--- config.mk ---
export PLATFORM = sky130hd
export DESIGN_NAME = frame_scanout
export DESIGN_NICKNAME = d
export VERILOG_FILES = /design/src/rtl/vga_timing_pkg.sv /design/src/rtl/vga_counter.sv /design/src/rtl/frame_scanout.sv
export SDC_FILE = /design/constraint.sdc
export NUM_CORES = 1
export LEC_CHECK = 0
export BUFFER_PORTS_ARGS = -buffer_cell sky130_fd_sc_hd__clkbuf_2
export CELL_PAD_IN_SITES_DETAIL_PLACEMENT = 0
export CELL_PAD_IN_SITES_GLOBAL_PLACEMENT = 2
export CORE_MARGIN = 5
export CORE_UTILIZATION = 36
export DETAILED_ROUTE_END_ITERATION = 12
export PLACE_DENSITY = 0.74
export RECOVER_POWER = 100
export SLEW_MARGIN = 20
export SYNTH_ARGS = -nofsm -noshare
export SYNTH_HDL_FRONTEND = slang
export SYNTH_SLANG_ARGS = --single-unit
--- constraint.sdc ---
create_clock -name clk -period 2.2 [get_ports clk]
set_input_delay 0.22 -clock clk [delete_from_list [all_inputs] [get_ports clk]]
set_output_delay 0.22 -clock clk [all_outputs]
set_load 0.05 [all_outputs]
--- src/rtl/vga_timing_pkg.sv ---
// vga_timing_pkg
// Shared VGA timing definitions used by the scanout path.
//   - Default 640x480@60 timing values (pixels / lines).
//   - Sync polarity constants: both syncs are active-low for this mode.
// Totals are derived from the four components in each direction so that the
// modules can recompute them from overridden parameters.
package vga_timing_pkg;

  localparam int DEF_HOR_ACTIVE_PIXELS = 640;
  localparam int DEF_HOR_FRONT_PORCH   = 16;
  localparam int DEF_HOR_SYNC          = 96;
  localparam int DEF_HOR_BACK_PORCH    = 48;

  localparam int DEF_VER_ACTIVE_PIXELS = 480;
  localparam int DEF_VER_FRONT_PORCH   = 10;
  localparam int DEF_VER_SYNC          = 2;
  localparam int DEF_VER_BACK_PORCH    = 33;

  localparam int DEF_H_TOTAL = DEF_HOR_ACTIVE_PIXELS + DEF_HOR_FRONT_PORCH +
                               DEF_HOR_SYNC + DEF_HOR_BACK_PORCH;
  localparam int DEF_V_TOTAL = DEF_VER_ACTIVE_PIXELS + DEF_VER_FRONT_PORCH +
                               DEF_VER_SYNC + DEF_VER_BACK_PORCH;

  // Level driven on hsync/vsync while inside the sync pulse, and otherwise.
  localparam logic SYNC_ACTIVE = 1'b0;
  localparam logic SYNC_IDLE   = 1'b1;

endpackage

--- src/rtl/vga_counter.sv ---
// vga_counter
// Stage-0 raster position counters with wrap and region decode.
// Ports:
//   clk, rst_n   : pixel clock, asynchronous active-low reset
//   visible      : current (h,v) is inside the visible area
//   in_hsync     : current h is inside the horizontal sync pulse
//   in_vsync     : current v is inside the vertical sync pulse
//   frame_first  : current (h,v) is (0,0)
//   frame_last   : current (h,v) is (H_TOTAL-1, V_TOTAL-1)
// All outputs are decoded from the registered counters only.
module vga_counter
  import vga_timing_pkg::*;
#(
  parameter int HOR_ACTIVE_PIXELS = DEF_HOR_ACTIVE_PIXELS,
  parameter int VER_ACTIVE_PIXELS = DEF_VER_ACTIVE_PIXELS,
  parameter int HOR_FRONT_PORCH   = DEF_HOR_FRONT_PORCH,
  parameter int HOR_SYNC          = DEF_HOR_SYNC,
  parameter int HOR_BACK_PORCH    = DEF_HOR_BACK_PORCH,
  parameter int VER_FRONT_PORCH   = DEF_VER_FRONT_PORCH,
  parameter int VER_SYNC          = DEF_VER_SYNC,
  parameter int VER_BACK_PORCH    = DEF_VER_BACK_PORCH
) (
  input  logic clk,
  input  logic rst_n,
  output logic visible,
  output logic in_hsync,
  output logic in_vsync,
  output logic frame_first,
  output logic frame_last
);

  localparam int H_TOTAL = HOR_ACTIVE_PIXELS + HOR_FRONT_PORCH + HOR_SYNC + HOR_BACK_PORCH;
  localparam int V_TOTAL = VER_ACTIVE_PIXELS + VER_FRONT_PORCH + VER_SYNC + VER_BACK_PORCH;
  localparam int HW      = $clog2(H_TOTAL);
  localparam int VW      = $clog2(V_TOTAL);

  localparam logic [HW-1:0] H_LAST       = HW'(H_TOTAL - 1);
  localparam logic [VW-1:0] V_LAST       = VW'(V_TOTAL - 1);
  localparam logic [HW-1:0] H_ACT        = HW'(HOR_ACTIVE_PIXELS);
  localparam logic [VW-1:0] V_ACT        = VW'(VER_ACTIVE_PIXELS);
  localparam logic [HW-1:0] H_SYNC_START = HW'(HOR_ACTIVE_PIXELS + HOR_FRONT_PORCH);
  localparam logic [HW-1:0] H_SYNC_END   = HW'(HOR_ACTIVE_PIXELS + HOR_FRONT_PORCH + HOR_SYNC);
  localparam logic [VW-1:0] V_SYNC_START = VW'(VER_ACTIVE_PIXELS + VER_FRONT_PORCH);
  localparam logic [VW-1:0] V_SYNC_END   = VW'(VER_ACTIVE_PIXELS + VER_FRONT_PORCH + VER_SYNC);

  logic [HW-1:0] h;
  logic [VW-1:0] v;

  always_ff @(posedge clk or negedge rst_n) begin
    if (!rst_n) begin
      h <= '0;
      v <= '0;
    end else if (h == H_LAST) begin
      h <= '0;
      v <= (v == V_LAST) ? '0 : v + 1'b1;
    end else begin
      h <= h + 1'b1;
    end
  end

  assign visible     = (h < H_ACT) && (v < V_ACT);
  assign in_hsync    = (h >= H_SYNC_START) && (h < H_SYNC_END);
  assign in_vsync    = (v >= V_SYNC_START) && (v < V_SYNC_END);
  assign frame_first = (h == '0) && (v == '0);
  assign frame_last  = (h == H_LAST) && (v == V_LAST);

endmodule

--- src/rtl/frame_scanout.sv ---
// frame_scanout
// Display-side reader of the double-buffered 1-bit frame buffer.
// Ports:
//   clk, rst_n    : pixel clock, asynchronous active-low reset
//   read_addr     : frame buffer read address (raster order, running counter)
//   read_data     : frame buffer pixel, valid one cycle after read_addr
//   swap          : one-cycle buffer toggle strobe to the frame buffer
//   swap_request  : renderer level asking for a swap at the next frame end
//   swap_ack      : one-cycle acknowledge, coincident with swap
//   hsync, vsync  : active-low sync outputs
//   active        : pixel is inside the visible area
//   pixel         : output pixel, 0 outside the visible area
//   frame_start   : one-cycle pulse aligned with output pixel (0,0)
// Stage 0 holds the raster counters and read_addr, stage 1 is the memory
// read, stage 2 registers every display output, so all display outputs lag
// the counter position by exactly two cycles and stay mutually aligned.
module frame_scanout
  import vga_timing_pkg::*;
#(
  parameter int HOR_ACTIVE_PIXELS = DEF_HOR_ACTIVE_PIXELS,
  parameter int VER_ACTIVE_PIXELS = DEF_VER_ACTIVE_PIXELS,
  parameter int HOR_FRONT_PORCH   = DEF_HOR_FRONT_PORCH,
  parameter int HOR_SYNC          = DEF_HOR_SYNC,
  parameter int HOR_BACK_PORCH    = DEF_HOR_BACK_PORCH,
  parameter int VER_FRONT_PORCH   = DEF_VER_FRONT_PORCH,
  parameter int VER_SYNC          = DEF_VER_SYNC,
  parameter int VER_BACK_PORCH    = DEF_VER_BACK_PORCH,
  localparam int ADDR_WIDTH       = $clog2(HOR_ACTIVE_PIXELS * VER_ACTIVE_PIXELS)
) (
  input  logic                  clk,
  input  logic                  rst_n,
  output logic [ADDR_WIDTH-1:0] read_addr,
  input  logic                  read_data,
  output logic                  swap,
  input  logic                  swap_request,
  output logic                  swap_ack,
  output logic                  hsync,
  output logic                  vsync,
  output logic                  active,
  output logic                  pixel,
  output logic                  frame_start
);

  logic visible;
  logic in_hsync;
  logic in_vsync;
  logic frame_first;
  logic frame_last;

  vga_counter #(
    .HOR_ACTIVE_PIXELS(HOR_ACTIVE_PIXELS),
    .VER_ACTIVE_PIXELS(VER_ACTIVE_PIXELS),
    .HOR_FRONT_PORCH  (HOR_FRONT_PORCH),
    .HOR_SYNC         (HOR_SYNC),
    .HOR_BACK_PORCH   (HOR_BACK_PORCH),
    .VER_FRONT_PORCH  (VER_FRONT_PORCH),
    .VER_SYNC         (VER_SYNC),
    .VER_BACK_PORCH   (VER_BACK_PORCH)
  ) u_counter (
    .clk        (clk),
    .rst_n      (rst_n),
    .visible    (visible),
    .in_hsync   (in_hsync),
    .in_vsync   (in_vsync),
    .frame_first(frame_first),
    .frame_last (frame_last)
  );

  // Running raster address: advances only after visible cycles and holds in
  // blanking. Reloading on the last frame cycle puts it at 0 together with
  // the counters landing on (0,0).
  always_ff @(posedge clk or negedge rst_n) begin
    if (!rst_n) begin
      read_addr <= '0;
    end else if (frame_last) begin
      read_addr <= '0;
    end else if (visible) begin
      read_addr <= read_addr + 1'b1;
    end
  end

  // Stage 1: region flags delayed to line up with read_data.
  logic visible_s1;
  logic hsync_s1;
  logic vsync_s1;
  logic first_s1;

  always_ff @(posedge clk or negedge rst_n) begin
    if (!rst_n) begin
      visible_s1 <= 1'b0;
      hsync_s1   <= 1'b0;
      vsync_s1   <= 1'b0;
      first_s1   <= 1'b0;
    end else begin
      visible_s1 <= visible;
      hsync_s1   <= in_hsync;
      vsync_s1   <= in_vsync;
      first_s1   <= frame_first;
    end
  end

  // Stage 2: registered display outputs.
  always_ff @(posedge clk or negedge rst_n) begin
    if (!rst_n) begin
      pixel       <= 1'b0;
      active      <= 1'b0;
      hsync       <= SYNC_IDLE;
      vsync       <= SYNC_IDLE;
      frame_start <= 1'b0;
    end else begin
      pixel       <= read_data & visible_s1;
      active      <= visible_s1;
      hsync       <= hsync_s1 ? SYNC_ACTIVE : SYNC_IDLE;
      vsync       <= vsync_s1 ? SYNC_ACTIVE : SYNC_IDLE;
      frame_start <= first_s1;
    end
  end

  // The swap strobe is decoded from the registered counter state and is high
  // for the whole last frame cycle, so the buffer toggles at the edge that
  // moves stage 0 to (0,0): address 0 of the new frame already reads the new
  // buffer. The request is sampled in that same cycle, so a request that
  // rises on the last cycle still counts. Only one such cycle exists per
  // frame, which bounds swaps to one per frame.
  assign swap     = frame_last & swap_request;
  assign swap_ack = swap;

endmodule

======== Yosys cells after proc, flatten, opt, wreduce, memory -nomap -nowiden ========
Index checks and enable logic that the tools add are counted.
storage, ports and cells
  bits of input ports ..................... 4
  register bits after elaboration ......... 48
  output and inout port bits .............. 26
  logic and storage cells ................. 39
operators by class
  bitwise gates (word level) .............. 2
  muxes and demuxes ....................... 6
  add/subtract/negate cells ............... 3
  order comparisons ....................... 6
  reductions and logical operators ........ 8
  eq/ne operators ......................... 2
operators by type and width
  operator               number
  $mux 19                2
  $add 10x1->10 const B  2
  $eq 10x10->1 const B   2
  $logic_not 10->1       2
  $lt 10x10->1 const B   2
  $lt 10x9->1 const B    2
  $mux 10                2
  $add 19x1->19 const B  1
  $ge 10x10->1 const B   1
  $ge 10x9->1 const B    1
  $logic_and 1x1->1      5
  $and 1x1->1            2
  $mux 1                 2
  $reduce_bool 2->1      1

======== Logic depth before layout (Yosys ltp) ========
Gate-level depths: netlist (run 1).
  depth in word-level cells ............... 4
  mapped depth ............................ 9
  gate-level depth less buffers ........... 6

======== Modules after synthesis ========
A second synthesis (run 1) with hierarchy kept.
unflattened totals
  cell total of the unflattened synthesis .. 228
  area total of the unflattened synthesis .. 2,333.5 um2
modules (own cells, without submodules)
  module         area an instance (um2)  instances  cells each
  frame_scanout  1,201.2                 1          113
  vga_counter    1,132.3                 1          115

======== Worst setup path after synthesis (run 1) ========
Ideal clock, no wire load.
  path type ............................... reg-to-output
  start point ............................. register u_counter.h[5]
  end point ............................... output swap_ack
  stages on the path, launching flop included .. 7
  path slack .............................. -0.274 ns
  arrival time ............................ 2.254 ns
  required time ........................... 1.980 ns
  path through ............................ dfrtp_1 > or3_1 > clkbuf_1 > or3_1 > nor2_1 > and2_1 > buf_4
on the way
  cells in the longest elaborated chain, start to end .. 3
RTL lines
  item                      line                  RTL
  start: declaration        vga_counter.sv:46     logic [HW-1:0] h;
  start signal: assignment  vga_counter.sv:57     h <= h + 1'b1;
  $eq 10x10->1              vga_counter.sv:65     assign frame_last = (h == H_LAST) && (v == V_LAST);
  $logic_and 1x1->1         vga_counter.sv:65
  $and 1x1->1               frame_scanout.sv:125  assign swap = frame_last & swap_request;
  end: declaration          frame_scanout.sv:36   output logic swap_ack,
No other way between the ends.

======== Final worst setup path (run 1) ========
  start point ............................. register u_counter.h[5]
  end point ............................... output swap
on the way
  cells in the longest elaborated chain, start to end .. 3
RTL lines
  item               line                  RTL
  $eq 10x10->1       vga_counter.sv:65
  $logic_and 1x1->1  vga_counter.sv:65
  $and 1x1->1        frame_scanout.sv:125
  end: declaration   frame_scanout.sv:34   output logic swap,
No other way between the ends.

==> flow_summary.json, run 1 <==
{
  "yosysMostFrequentCell": "dfrtp_1",
  "holdWs_ps": 128,
  "die_x_um": 91.6,
  "multi_input_area_sq_um": 1100,
  "die-area_sq_um": 8400,
  "fin_crit_ps": 2150,
  "drtPass1Iterations": 4,
  "synth_seq_cells": 48,
  "syn_area_per_cell_sq_um": 9.96,
  "io_pins": 30,
  "grt_pass1_wl_um": 9950,
  "fin_skew_ps": 6.41,
  "initial_core_util_pct": 37.4,
  "yosysTopAreaCell": "dfrtp_1",
  "synth_edf_count": 0,
  "grt_use_total_pct": 14.7,
  "row_count": 29,
  "cts_tree": "done",
  "hp-class": "in2reg",
  "p_leak_uw": 0.00128,
  "finalHoldViolations": 0,
  "whs_path_depth": 2,
  "clkTransAtPathRegs_ps": 90,
  "gp_congestion": 0.738,
  "vias": 1944,
  "critPathKind": "reg2out",
  "synth_async_sr_flop_share_pct": 100,
  "critical_path_required_ps": 1980,
  "p_per_area_nw_per_um2": 501,
  "pre_cts_ws_ps": 182,
  "fin_crit_sh_pct": 97.5,
  "clkSinkCount": 48,
  "ant_nets": 0,
  "post-synth-top-area-fraction_pct": 48.0,
  "cp_max_fo": 3,
  "yosys-top-cells-count": "dfrtp_1 (46), nand3_1 (18), nor2_1 (18)",
  "die_h_um": 91.6,
  "drive_gt1_share_pct": 24.0,
  "cp_common_cell": "or3_4",
  "synth_cell_types": 38,
  "clockRootBuffer": "clkbuf_8",
  "wl_per_cell_um": 15.6,
  "seqCellArea_sq_um": 1200,
  "cts_htree_levels": 2,
  "status": "completed",
  "port_buffers": 29,
  "grt_max_degree": 28,
  "reg2reg_depth": 5,
  "grt_pass1_vias": 1992,
  "critPathArrivalTime_ps": 1930,
  "fmax_mhz": 466,
  "critPathMaxStageDelay_ps": 400,
  "drc_errors": 0,
  "tightest_slew_ps": 1360,
  "r2r_slack_ps": 170,
  "vdd_drop_max_mv": 0.241,
  "end_kind": "output pin",
  "rr_endpoint": "read_addr[16]$_DFFE_PN0P_",
  "reg2reg_from": "u_counter.v[5]$_DFFE_PN0N_",
  "clock_latency_ps": 300,
  "hp-start": "read_data",
  "rsz0062_at_grt": "true",
  "routed_wl_um": 5700,
  "antenna_found_initial": 0,
  "ys.flop_type": "dfrtp_1",
  "diodes": 0,
  "cp-start-kind": "flop",
  "cpMaxStageDelayCell": "or3_4",
  "crit_chain": "or3_4 > or3_4 > nor2_4 > and2_4 > clkbuf_8",
  "area_growth_pct": 20.2,
  "via_per_inst": 5.33,
  "holdPathEnd": "pixel$_DFF_PN0_",
  "finish.net_count": 296,
  "utilization_pct": 44.9,
  "setup_slack_ps": 54.7,
  "numCtsBuffers": 5,
  "coreArea_sq_um": 6420,
  "drv_cap": 0,
  "seq_area_frac_synth_pct": 50.2,
  "cts_buffer_depth": 2,
  "synth_area_leaders": "dfrtp_1 (48%), xnor2_1 (4.7%), nand3_1 (3.8%)",
  "synth_area_sq_um": 2400,
  "syn_inst": 241,
  "ys_warn_count": 0,
  "syn-num-nets": 250,
  "tns_ps": 0,
  "hpwl_um": 4090,
  "gr-total-overflow": 0,
  "n_fill_cell": 647,
  "setup_violations": 0,
  "drt_iter0_markers": 67,
  "finalMaxSlewViolations": 0,
  "maxSlewHeadroom_pct": 9.60
}
## cell families (layout without fill, tap and decap cells)
logic type / after synthesis / count (layout) / share of synthesized area [%]
XOR/XNOR: 18 / 18 / 6.57
flip-flops: 48 / 48 / 50.2
multiplexers: 1 / 1 / 0.417
AO/OA/AOI/OAI: 36 / 36 / 9.23
AND/OR/NAND/NOR: 109 / 109 / 26.0
adder cells (fa/ha/maj): 5 / 5 / 2.61
buffers and inverters: 24 / 71 / 5.00
## cell type report
type,count,area share (%)
Clock buffer,5,2.39
Clock inverter,3,0.651
Inverter,10,1.30
Multi-Input combinational cell,169,38.2
Sequential cell,48,41.7
Tap cell,77,3.34
Timing Repair Buffer,53,12.4
## registers in the layout (all words and copies together), names as in the netlist
register / flops
frame_start: 1
u_counter.h: 10
active: 1
vsync: 1
read_addr: 19
pixel: 1
u_counter.v: 10
hsync: 1
first_s1: 1
visible_s1: 1
hsync_s1: 1
vsync_s1: 1
## power by group
part	switching (uW)	leakage (uW)	internal, uW
Combinational	22.4	0.000605	7.48
Clock	311	0.0000479	222
Sequential	0.189	0.000622	883
## metal layers
metal  vias up  track usage, %  routed length (um)
li1        971               -                   -
met1       934            20.9                2860
met2        34            23.0                2590
met3         5            3.11                 190
met4         0            3.39                  56
met5         -               0                   0
## timing repair
item	in CTS	in global routing
endpoints found under the hold margin	21	0
setup endpoints to repair	2	2
resized for setup	5	5
pin swaps	2	1
setup buffers	1	1
hold buffers	1	0
## worst max-delay path, delay by kind of cell (launching register included)
kind | cells | cell delay, ps
simple gates | 4 | 1070
flops | 1 | 380
buf+inv | 1 | 170
## cells in the final DEF (no fill, tap or decap), types with 8 or more instances in the layout
| cell | Yosys | final |
|---|---|---|
| or4_1 | 10 | 10 |
| o21ai_0 | 8 | 8 |
| inv_1 | 10 | 10 |
| nor2_1 | 18 | 17 |
| and3_1 | 10 | 10 |
| nand4_1 | 12 | 12 |
| xnor2_1 | 13 | 13 |
| a21oi_1 | 12 | 12 |
| clkbuf_2 | 0 | 26 |
| o31ai_1 | 10 | 10 |
| dfrtp_1 | 46 | 46 |
| nand3_1 | 18 | 18 |
| nand2_1 | 10 | 10 |
| buf_4 | 1 | 22 |
## through the flow
stage | power [uW] | cells | area [sq um]
4_1_cts | 1470 | 364 | 2860
3_5_place_dp | 931 | 354 | 2730
5_1_grt | 1520 | 365 | 2880
6_report | 1450 | 365 | 2880
2_1_floorplan | 904 | 241 | 2410
3_3_place_gp | 931 | 354 | 2730
## worst max-delay path by stage
stage,start,to,depth (start not counted)
2_1_floorplan,u_counter.h[5]$_DFF_PN0_,swap_ack,6
3_3_place_gp,u_counter.v[5]$_DFFE_PN0N_,read_addr[16]$_DFFE_PN0P_,5
3_5_place_dp,u_counter.h[1]$_DFF_PN0_,swap,6
4_1_cts,u_counter.h[5]$_DFF_PN0_,swap,5
5_1_grt,u_counter.h[5]$_DFF_PN0_,swap,5
6_report,u_counter.h[5]$_DFF_PN0_,swap,5
Note: power is estimated with default switching activity, not from simulation.
==> run 2: changes to the inputs <==
--- a/config.mk
+++ b/config.mk
@@ -9,9 +9,11 @@
 export CELL_PAD_IN_SITES_DETAIL_PLACEMENT = 0
 export CELL_PAD_IN_SITES_GLOBAL_PLACEMENT = 2
 export CORE_MARGIN = 5
-export CORE_UTILIZATION = 36
+export CORE_UTILIZATION = 38
+export CTS_BUF_LIST = sky130_fd_sc_hd__clkbuf_8
 export DETAILED_ROUTE_END_ITERATION = 12
-export PLACE_DENSITY = 0.74
+export HOLD_SLACK_MARGIN = 0.05
+export PLACE_DENSITY = 0.77
 export RECOVER_POWER = 100
 export SLEW_MARGIN = 20
 export SYNTH_ARGS = -nofsm -noshare
==> run 2 against run 1 <==
Effect of this change:
- critical path depth stayed put
- global-route usage grew 0.56 points
- total power is 15% higher
- register-to-register slack worse by 40 ps
- clock power rose by 41%
- sequential power about the same
- critical path type unchanged
- critical endpoint unchanged
- largest cell class unchanged
==> flow_summary.json, run 2 (same netlist as run 1, synthesis figures left out) <==
{
  "drv_cap": 0,
  "utilization_pct": 45.4,
  "cp-start-kind": "flop",
  "row_count": 29,
  "clockRootBuffer": "clkbuf_8",
  "setup_slack_ps": 116,
  "drt_iter0_markers": 82,
  "p_per_area_nw_per_um2": 587,
  "critical_path_required_ps": 1980,
  "gr-total-overflow": 0,
  "critPathKind": "reg2out",
  "final_cell_mix": "dfrtp_1 (46), clkbuf_1 (32), nand3_1 (18)",
  "p_int_uw": 1340,
  "fin_crit_sh_pct": 94.7,
  "initial_core_util_pct": 38.5,
  "maxSlewHeadroom_pct": 10.8,
  "clkTransAtPathRegs_ps": 90,
  "grt_pass1_wl_um": 9450,
  "drtPass1Iterations": 4,
  "final_common_cell": "dfrtp_1",
  "ant_nets": 0,
  "reg.largest.list": "read_addr (19), u_counter.h (10), u_counter.v (10)",
  "gp_congestion": 0.777,
  "pwr-share-seq_pct": 53.0,
  "fin_crit_ps": 2080,
  "cp_max_fo": 2,
  "fin_cells": 363,
  "cts_buffer_depth": 2,
  "clkPwrFrac_pct": 45.2,
  "hp-class": "in2reg",
  "routed_wl_um": 5610,
  "drc_errors": 0,
  "hpwl_um": 4060,
  "regMostFlops": "read_addr",
  "cts_htree_levels": 2,
  "n_fill_cell": 625,
  "whs_path_depth": 2,
  "reg2reg_from": "u_counter.h[5]$_DFF_PN0_",
  "power_uw": 1670,
  "power.share.switching_pct": 19.6,
  "tightest_slew_ps": 1340,
  "hp-start": "read_data",
  "p_leak_uw": 0.00118,
  "drive_gt1_share_pct": 11.2,
  "fmax_mhz": 480,
  "dpl_cell_area_sq_um": 2740,
  "fin_area_sq_um": 2840,
  "grt_use_total_pct": 15.3,
  "pre_cts_ws_ps": 204,
  "largest_reg_flops": 19,
  "coreArea_sq_um": 6240,
  "reg2reg_depth": 5,
  "via_per_inst": 5.34,
  "rsz0062_at_grt": "false",
  "diodes": 0,
  "vias": 1940,
  "finish.net_count": 294,
  "io_pins": 30,
  "holdPathEnd": "pixel$_DFF_PN0_",
  "comb_power_share_pct": 1.8,
  "clock_latency_ps": 310,
  "clkSinkCount": 48,
  "cts_tree": "done",
  "fin_skew_ps": 10.1,
  "setup_violations": 0,
  "end_kind": "output pin",
  "rr_endpoint": "u_counter.v[9]$_DFFE_PN0N_",
  "numCtsBuffers": 5,
  "die-area_sq_um": 8000,
  "vdd_drop_max_mv": 0.273,
  "p_sw_uw": 326,
  "die_h_um": 89.5,
  "grt_max_degree": 28,
  "finalHoldViolations": 0,
  "grt_pass1_vias": 1877,
  "critPathArrivalTime_ps": 1860,
  "antenna_found_initial": 0,
  "wl_per_cell_um": 15.5,
  "r2r_slack_ps": 130,
  "die_x_um": 89.5,
  "area_growth_pct": 18.1,
  "status": "completed",
  "port_buffers": 29,
  "finalMaxSlewViolations": 0,
  "dpl.cell_count": 353
}
-- run 2: power by group through the flow --
stage                     clock network, uW  registers, uW  logic, uW
final                                   753            883       29.2
after global routing                    807            883       34.5
after CTS                               769            883       31.4
after detailed placement                  0            900       30.1
after global placement                    0            900       30.0
after floorplan                           0            904      0.620
-- run 2: repair_timing --
item,4_1_cts,5_1_grt
pin swaps,0,1
endpoints found under the hold margin,21,0
hold buffers,1,0
endpoints found under the setup margin,2,2
buffers inserted,0,1
gates resized for setup,3,6
-- run 2: worst max-delay path by stage --
| stage | start | to | slack (ps) | cells after the start |
|---|---|---|---|---|
| 3_3_place_gp | u_counter.h[5]$_DFF_PN0_ | swap_ack | 220 | 5 |
| 4_1_cts | u_counter.h[5]$_DFF_PN0_ | swap | -30 | 5 |
| 3_5_place_dp | u_counter.h[5]$_DFF_PN0_ | swap | 200 | 5 |
| 6_report | u_counter.h[5]$_DFF_PN0_ | swap | 120 | 5 |
| 5_1_grt | u_counter.v[5]$_DFFE_PN0N_ | read_addr[13]$_DFFE_PN0P_ | 10 | 5 |
| 2_1_floorplan | u_counter.h[5]$_DFF_PN0_ | swap_ack | 30 | 6 |
-- run 2: through the flow --
stage                     setup TNS [ps]  hold WS, ps
after detailed placement               0          265
final                                  0          126
after global placement                 0          264
after CTS                          -66.0          120
after floorplan                        0        -75.6
after global routing                   0          150
-- run 2: metal layers --
| metal | global-route usage, % | part of all wire (%) |
|---|---|---|
| met1 | 22.2 | 51 |
| met4 | 4.87 | 1.1 |
| met3 | 3.23 | 4.5 |
| met2 | 22.6 | 43 |
| met5 | 0 | 0 |
-- run 2: area by class of cell --
type                            count  area (sq um)  share of cell area, %
Clock buffer                        5          68.8                   2.43
Timing Repair Buffer               51           278                   9.80
Sequential cell                    48          1200                   42.5
Clock inverter                      3          63.8                   2.25
Tap cell                           77          96.3                   3.40
Inverter                           10          37.5                   1.32
Multi-Input combinational cell    169          1090                   38.3
-- run 2: critical path, cell delays in order, from the launching register on --
cell     delay [ps]
dfrtp_1         370
or3_1           390
or3_4           390
nor2_4          100
and2_4          160
buf_6           150
